File: src/rtl/instr_fetch.sv
// instr_fetch: single-word Avalon-MM instruction fetch with valid/ready handoff to decode,
// PC stall, flush-on-redirect, halt address detection and sticky misalignment fault.
module instr_fetch #(
    parameter bit          BYTE_SWAP = 1'b1,
    parameter logic [31:0] HALT_ADDR = 32'h0000_0000
) (
    input  logic        clk,
    input  logic        rst,
    input  logic [31:0] pc,
    input  logic        active,
    input  logic        flush,
    output logic [31:0] avm_address,
    output logic        avm_read,
    output logic [3:0]  avm_byteenable,
    input  logic [31:0] avm_readdata,
    input  logic        avm_waitrequest,
    output logic [31:0] instr,
    output logic [31:0] instr_pc,
    output logic        instr_valid,
    input  logic        instr_ready,
    output logic        stall,
    output logic        halted,
    output logic        fault
);
    typedef enum logic [1:0] {IDLE, REQ, RESP, HOLD} state_t;
    state_t state;
    logic   drop;
    logic [31:0] rd_word;
    assign rd_word = BYTE_SWAP ? {avm_readdata[7:0], avm_readdata[15:8], avm_readdata[23:16], avm_readdata[31:24]}
                               : avm_readdata;
    assign stall = (halted || fault) ? 1'b0 : !(state == HOLD && instr_ready && !flush);
    always_ff @(posedge clk) begin
        if (rst) begin
            state          <= IDLE;
            drop           <= 1'b0;
            avm_address    <= '0;
            avm_read       <= 1'b0;
            avm_byteenable <= '0;
            instr          <= '0;
            instr_pc       <= '0;
            instr_valid    <= 1'b0;
            halted         <= 1'b0;
            fault          <= 1'b0;
        end else begin
            case (state)
                IDLE: begin
                    if (fault || halted || !active) begin
                        state <= IDLE;
                    end else if (pc == HALT_ADDR) begin
                        halted <= 1'b1;
                    end else if (pc[1:0] != 2'b00) begin
                        fault <= 1'b1;
                    end else begin
                        avm_address    <= {pc[31:2], 2'b00};
                        avm_byteenable <= 4'hF;
                        avm_read       <= 1'b1;
                        instr_pc       <= pc;
                        state          <= REQ;
                    end
                end
                REQ: begin
                    // a redirect cannot withdraw the read; remember to discard its data
                    if (flush) drop <= 1'b1;
                    if (!avm_waitrequest) begin
                        avm_read <= 1'b0;
                        state    <= RESP;
                    end
                end
                RESP: begin
                    if (!drop && !flush) begin
                        instr       <= rd_word;
                        instr_valid <= 1'b1;
                        state       <= HOLD;
                    end else begin
                        drop  <= 1'b0;
                        state <= IDLE;
                    end
                end
                HOLD: begin
                    if (flush || instr_ready) begin
                        instr_valid <= 1'b0;
                        state       <= IDLE;
                    end
                end
                default: state <= IDLE;
            endcase
        end
    end
endmodule

File: config.mk
export PLATFORM = sky130hd
export DESIGN_NAME = instr_fetch
export DESIGN_NICKNAME = d
export VERILOG_FILES = /design/src/rtl/instr_fetch.sv
export SDC_FILE = /design/constraint.sdc
export NUM_CORES = 1
export LEC_CHECK = 0
export ABC_CLOCK_PERIOD_IN_PS = 2600
export CAP_MARGIN = 20
export CORE_UTILIZATION = 45
export CTS_CLUSTER_SIZE = 10
export DETAILED_ROUTE_END_ITERATION = 10
export DONT_BUFFER_PORTS = 1
export PLACE_DENSITY = 0.67
export SETUP_SLACK_MARGIN = 0.5
export SLEW_MARGIN = 20
export SYNTH_ARGS = -nofsm -noshare
export SYNTH_HDL_FRONTEND = slang
export SYNTH_SLANG_ARGS = --single-unit
File: constraint.sdc
create_clock -name clk -period 2.6 [get_ports clk]
set_input_delay 0.52 -clock clk [delete_from_list [all_inputs] [get_ports clk]]
set_output_delay 0.52 -clock clk [all_outputs]
set_load 0.01 [all_outputs]
==> flow_summary.yaml, run 1 <==
power_and_ir_drop:
  p_leak_nw: 1.06
  power.density_mw_per_mm2: 705
  max-vdd-ir-drop_mv: 0.365
  total_power_mw: 2.31
logic_synthesis:
  yosys_warnings: 0
  ys_async_sr_fraction_pct: 0
  synth_flop_cell: "dfxtp_1"
  synth_top_area_share_pct: 44.0
  netlist_area_sq_mm: 0.00327
  synth_cells: 366
  syn_avg_cell_area_sq_um: 8.94
  yosysUniqueCellTypes: 30
  synth.most_common_cell: "dfxtp_1"
  synth_top_cell_by_area: "dfxtp_1"
  synth_edf_count: 0
  yosys-top-cells-count: "dfxtp_1 (72), nand2_1 (67), nand2b_1 (56)"
  ys_ff_latch: 72
  synth_seq_area_share_pct: 44.0
  synthTopCellsByArea: "dfxtp_1 (44%), nand2b_1 (11%), mux2i_1 (9.2%), buf_4 (8.0%), nand2_1 (7.7%)"
route:
  drt-met1-wl_mm: 2.64
  route.top_layer_used: "met4"
  wl_met2_mm: 3.17
  drt-initial-drc-count: 63
  wl_met3_um: 690
  via_per_inst: 5.19
  finalWirelength_mm: 6.60
  via_count: 2207
  drc: 0
  ant_nets: 0
  drt_first_pass_iters: 4
  post_drt_wl_per_cell_um: 15.5
floorplan:
  rows: 30
  die_x_um: 87.3
  initial_core_util_pct: 47.4
  core_sq_mm: 0.00691
  die_area_sq_mm: 0.00762
  num_io_pins: 175
  fp.dieH_um: 87.3
setup_path:
  crit_type: "reg -> reg"
  rr_startpoint: "state[0]$_SDFFE_PP0P_"
  slowest_stage: "o2111a_2"
  path_buf_inv: 0
  cp_max_fo: 16
  critPathMaxStageDelay_ns: 0.66
  cp-start-kind: "register"
  ff2ff_setup_slack_ns: 0.67
  cp-end-kind: "register"
  crit_family: "compound AO/OA/AOI/OAI gates"
  worstPathArrival_ns: 2.20
  crit_start: "state[0]$_SDFFE_PP0P_"
  cp_cell_sequence: "nor4_2 -> o2111a_2 -> mux2i_1"
  worst_ep_required_time_ns: 2.87
timing:
  finalWorstSetupSlack_ns: 0.665
  finClkSkew_ns: 0.00732
  fmax_mhz: 517
  worst_pin_slew_ns: 0.563
  slew_headroom_pct: 62.4
  rsz0062_at_grt: "no"
  setup_violations: 0
  tns_ns: 0
  period_needed_ns: 1.93
  period_share_pct: 74.4
  hold_viol: 0
  drv_slew: 0
global_route:
  grt_max_degree: 103
  grt_pass1_vias: 2113
  grtUsageTotal_pct: 17.7
  grt.overflow.total: 0
  grt_pass1_wl_mm: 10.1
  antenna_found_initial: 0
clocking:
  cts_buffers: 9
  clkTransAtPathRegs_ns: 0.07
  root_buffer: "clkbuf_8"
  cts_buffer_depth: 2
  clock_latency_ns: 0.34
  cts_tree: "built"
  cts_sinks: 72
  ctsHoldBuffers: 0
  htree_levels: 3
hold_path:
  min-delay-path-class: "in -> reg"
  hold_start: "rst"
place:
  hpwl_mm: 4.45
  placed_area_sq_mm: 0.00300
  gp_congestion: 0.722
  port_buffers: 0
  post-place-ws_ns: 0.402
flow_run:
  cap_violations: 0
layout:
  n_antenna_cell: 0
  fin_nets: 395
  design_area_sq_mm: 0.00327
  num-fill-cells: 691
  area_growth_pct: -0.115
  drive_gt1_share_pct: 9.73
outcome:
  outcome: "completed"
## power by group
group / internal [mW] / switching [mW] / leakage (nW)
logic: 0.0689 / 0.0642 / 0.371
clock network: 0.561 / 0.409 / 0.108
registers: 1.14 / 0.0630 / 0.583
## registers in the layout, indices dropped and copies added (netlist names)
register and flops:
instr 32, instr_pc 32, state 2, avm_byteenable 1, avm_read 1, drop 1, fault 1, halted 1
instr_valid 1
## metrics by stage
stage	hold WS, ns	std cells	util [%]
after floorplan	0.481	367	-
final	0.260	425	47.3
after CTS	0.224	422	46.8
after detailed placement	0.488	406	43.5
after global placement	0.485	406	43.5
after global routing	0.213	425	47.3
## placed cells by master, fill, tap and decap left out, types with 2 or more instances in the layout
| master | count |
|---|---|
| dfxtp_1 | 72 |
| nand2_1 | 67 |
| inv_1 | 4 |
| clkbuf_8 | 10 |
| nor4_2 | 5 |
| a211oi_1 | 2 |
| conb_1 | 2 |
| o21ai_0 | 3 |
| mux2i_1 | 30 |
| o2111a_2 | 2 |
| nor4_1 | 4 |
| nor2_1 | 4 |
| nor2b_1 | 2 |
| or2b_1 | 6 |
| nor3b_2 | 2 |
| a21oi_1 | 38 |
| bufinv_16 | 2 |
| nand4_1 | 2 |
| nand2b_1 | 56 |
| buf_4 | 3 |
## timing repair
action                                  in CTS  in global routing
cloned                                       1                  0
pin swaps                                    0                  1
endpoints found under the setup margin      30                  1
buffers inserted                             0                  3
gates resized for setup                      1                  0
## routing by layer
layer	global-route usage [%]	vias to the layer above
met5	0	-
met3	8.06	10
met2	29.2	112
met4	7.75	0
li1	-	1080
met1	19.5	1005
## kinds of logic (layout without fill, tap and decap cells)
family                 count (synthesis)  after routing  synth area share, %
AND/OR/NAND/NOR                      153            153                 25.5
flip-flops                            72             72                 44.0
buffers and inverters                 62             23                 13.0
AO/OA/AOI/OAI                         48             49                 8.14
multiplexers                          30             30                 9.17
other                                  1              2                0.115
## worst paths after layout
check	cells past startpoint	to
min	1	fault$_SDFFE_PP0P_
max reg2reg	3	instr_pc[17]$_SDFFE_PP0P_
max	3	instr_pc[17]$_SDFFE_PP0P_
min reg2reg	2	instr[8]$_SDFFE_PP0P_
## layout make-up
| cell class | instances | area (sq um) | share of cell area, % |
|---|---|---|---|
| Sequential cell | 72 | 1440 | 44.1 |
| Clock buffer | 10 | 138 | 4.21 |
| Clock inverter | 5 | 81.3 | 2.49 |
| Inverter | 4 | 15.0 | 0.459 |
| Timing Repair Buffer | 4 | 42.5 | 1.30 |
| Multi-Input combinational cell | 234 | 1430 | 43.8 |
| Tap cell | 96 | 120 | 3.67 |
Power figures use the tool's default switching activity.
==> run 2, diff against run 1 <==
ABC_CLOCK_PERIOD_IN_PS = 1720   (was 2600)
PLACE_DENSITY = 0.69   (was 0.67)
clock period = 1.72 ns   (was 2.6 ns; I/O delays follow)
==> run 2 against run 1 <==
Worst setup slack lost 0.49 ns. Routed wire length grew 28%. Cell count grew 6.6%. Combinational power grew to 3.0 times the previous value. Register-to-register slack lost 0.49 ns. Clock power grew 41%. Via count grew 10%. Critical path depth grew 2. Clock skew grew 0.0012 ns. First-iteration DRC count grew 3.2%. Non-clock buffer count grew 28. Count of clock-buffer cells in the layout is the same. Largest cell class is now multi-input combinational cells. Largest power group unchanged.
==> flow_summary.yaml, run 2 (same netlist as run 1, synthesis figures left out) <==
outcome:
  outcome: "completed"
power_and_ir_drop:
  p_clk_share_pct: 38.1
  netSwitchingPower_mw: 0.922
  power_frac_seq_pct: 50.8
  p_int_mw: 2.67
  power.density_mw_per_mm2: 841
  pwr-share-comb_pct: 11.1
  max-vdd-ir-drop_mv: 0.404
  p_sw_share_pct: 25.7
  total_power_mw: 3.59
  p_leak_nw: 1.40
route:
  route.top_layer_used: "met4"
  wl_met3_um: 683
  ant_nets: 0
  wl_met2_mm: 4.18
  drt-initial-drc-count: 65
  drc: 0
  via_per_inst: 5.36
  post_drt_wl_per_cell_um: 18.7
  finalWirelength_mm: 8.47
  drt-met1-wl_mm: 3.48
  via_count: 2430
  drt_first_pass_iters: 4
timing:
  tns_ns: 0
  setup_violations: 0
  drv_slew: 0
  hold_viol: 0
  finalWorstSetupSlack_ns: 0.178
  period_share_pct: 89.7
  fmax_mhz: 648
  finClkSkew_ns: 0.00855
  rsz0062_at_grt: "yes"
  period_needed_ns: 1.54
layout:
  area_growth_pct: 30.3
  finalCoreUtilization_pct: 61.8
  final_cells: 453
  top_regs: "instr (32), instr_pc (32), state (2)"
  layout_common_cells: "dfxtp_1 (66), nand2b_1 (55), nand2_4 (32)"
  n_antenna_cell: 0
  drive_gt1_share_pct: 43.7
  final_common_cell: "dfxtp_1"
  num-fill-cells: 539
  fin_nets: 422
place:
  hpwl_mm: 4.41
  dp.cells: 410
  port_buffers: 0
  gp_congestion: 0.724
  post-place-ws_ns: 0.0267
setup_path:
  cp-start-kind: "register"
  worst_ep_required_time_ns: 1.98
  crit_type: "reg -> reg"
  cp-end-kind: "register"
  worstPathArrival_ns: 1.80
  cp_max_fo: 8
clocking:
  clkTransAtPathRegs_ns: 0.09
  cts_sinks: 72
  cts_buffers: 9
  ctsHoldBuffers: 0
  cts_tree: "built"
  clock_latency_ns: 0.35
  root_buffer: "clkbuf_8"
  cts_buffer_depth: 2
  htree_levels: 3
floorplan:
  die_x_um: 87.3
  die_area_sq_mm: 0.00762
  initial_core_util_pct: 47.4
  fp.dieH_um: 87.3
  rows: 30
  num_io_pins: 175
  core_sq_mm: 0.00691
global_route:
  grt.overflow.total: 0
  grt_pass1_wl_mm: 10.5
  grt_max_degree: 103
  grtUsageTotal_pct: 18.3
  antenna_found_initial: 0
  grt_pass1_vias: 2157
flow_run:
  cap_violations: 0
hold_path:
  min-delay-path-class: "in -> reg"
==> run 2: cell types whose count changed in the layout (fill, tap and decap cells not counted), moves of 5 or more <==
cell and delta:
nor4_4 +5, buf_6 +10, buf_16 +5, a21oi_1 -32
nand2_4 +32, dfxtp_1 -6, buf_4 +5, nand2_2 +12
nand2_1 -44, a21oi_2 +31
==> run 2: worst paths after layout <==
| kind | depth (start not counted) | to | start | slack, ns |
|---|---|---|---|---|
| hold / removal | 1 | instr[8]$_SDFFE_PP0P_ | rst | 0.08 |
| setup / recovery | 5 | instr_pc[5]$_SDFFE_PP0P_ | state[1]$_SDFFE_PP0P_ | 0.18 |
| hold reg to reg | 2 | instr_valid$_SDFFE_PP0P_ | instr_valid$_SDFFE_PP0P_ | 0.51 |
| setup reg to reg | 5 | instr_pc[5]$_SDFFE_PP0P_ | state[1]$_SDFFE_PP0P_ | 0.18 |
==> run 2: repair_timing <==
action | CTS | global route
endpoints found under the setup margin | 77 | 76
pin swaps | 18 | 42
setup buffers | 11 | 5
resized for setup | 52 | 92
endpoints found under the hold margin | 0 | 0
gates cloned | 5 | 6
==> run 2: layout make-up <==
cell class	count	area [sq um]	area share [%]
Clock inverter	6	66.3	1.55
Timing Repair Buffer	32	510	12.0
Clock buffer	10	138	3.23
Tap cell	96	120	2.82
Sequential cell	72	1460	34.2
Inverter	4	15.0	0.352
Multi-Input combinational cell	233	1960	45.9
==> run 2: power groups by stage <==
stage / combinational, mW / sequential (mW) / clock, mW
after floorplan: 0.283 / 1.82 / 0
after global placement: 0.204 / 1.85 / 0
after detailed placement: 0.209 / 1.86 / 0
after CTS: 0.309 / 1.82 / 1.40
after global routing: 0.423 / 1.83 / 1.47
final: 0.398 / 1.82 / 1.37
==> run 2: routing by layer <==
metal,vias to the layer above,track usage [%]
li1,1143,-
met1,1176,21.5
met2,100,30.0
met3,11,6.26
met4,0,8.49
met5,-,0
==> run 2: worst max-delay path, stage by stage, from the launching register on <==
cell and delay [ns]:
dfxtp_4 0.37, nor4_4 0.31, o2111a_2 0.32, buf_6 0.12, buf_12 0.13, mux2i_2 0.21
==> run 2: per-stage QoR <==
step                cell area, sq um  hold slack (ns)
detailed placement              3140            0.417
global placement                3140            0.417
finish                          4270           0.0762
global route                    4270           0.0451
CTS                             3750           0.0362
floorplan                       3400            0.433
==> run 3, diff against run 2 <==
CAP_MARGIN = default   (was 20)
==> results of run 3 <==
Final layout, timing and power as in run 2 (identical DEF).
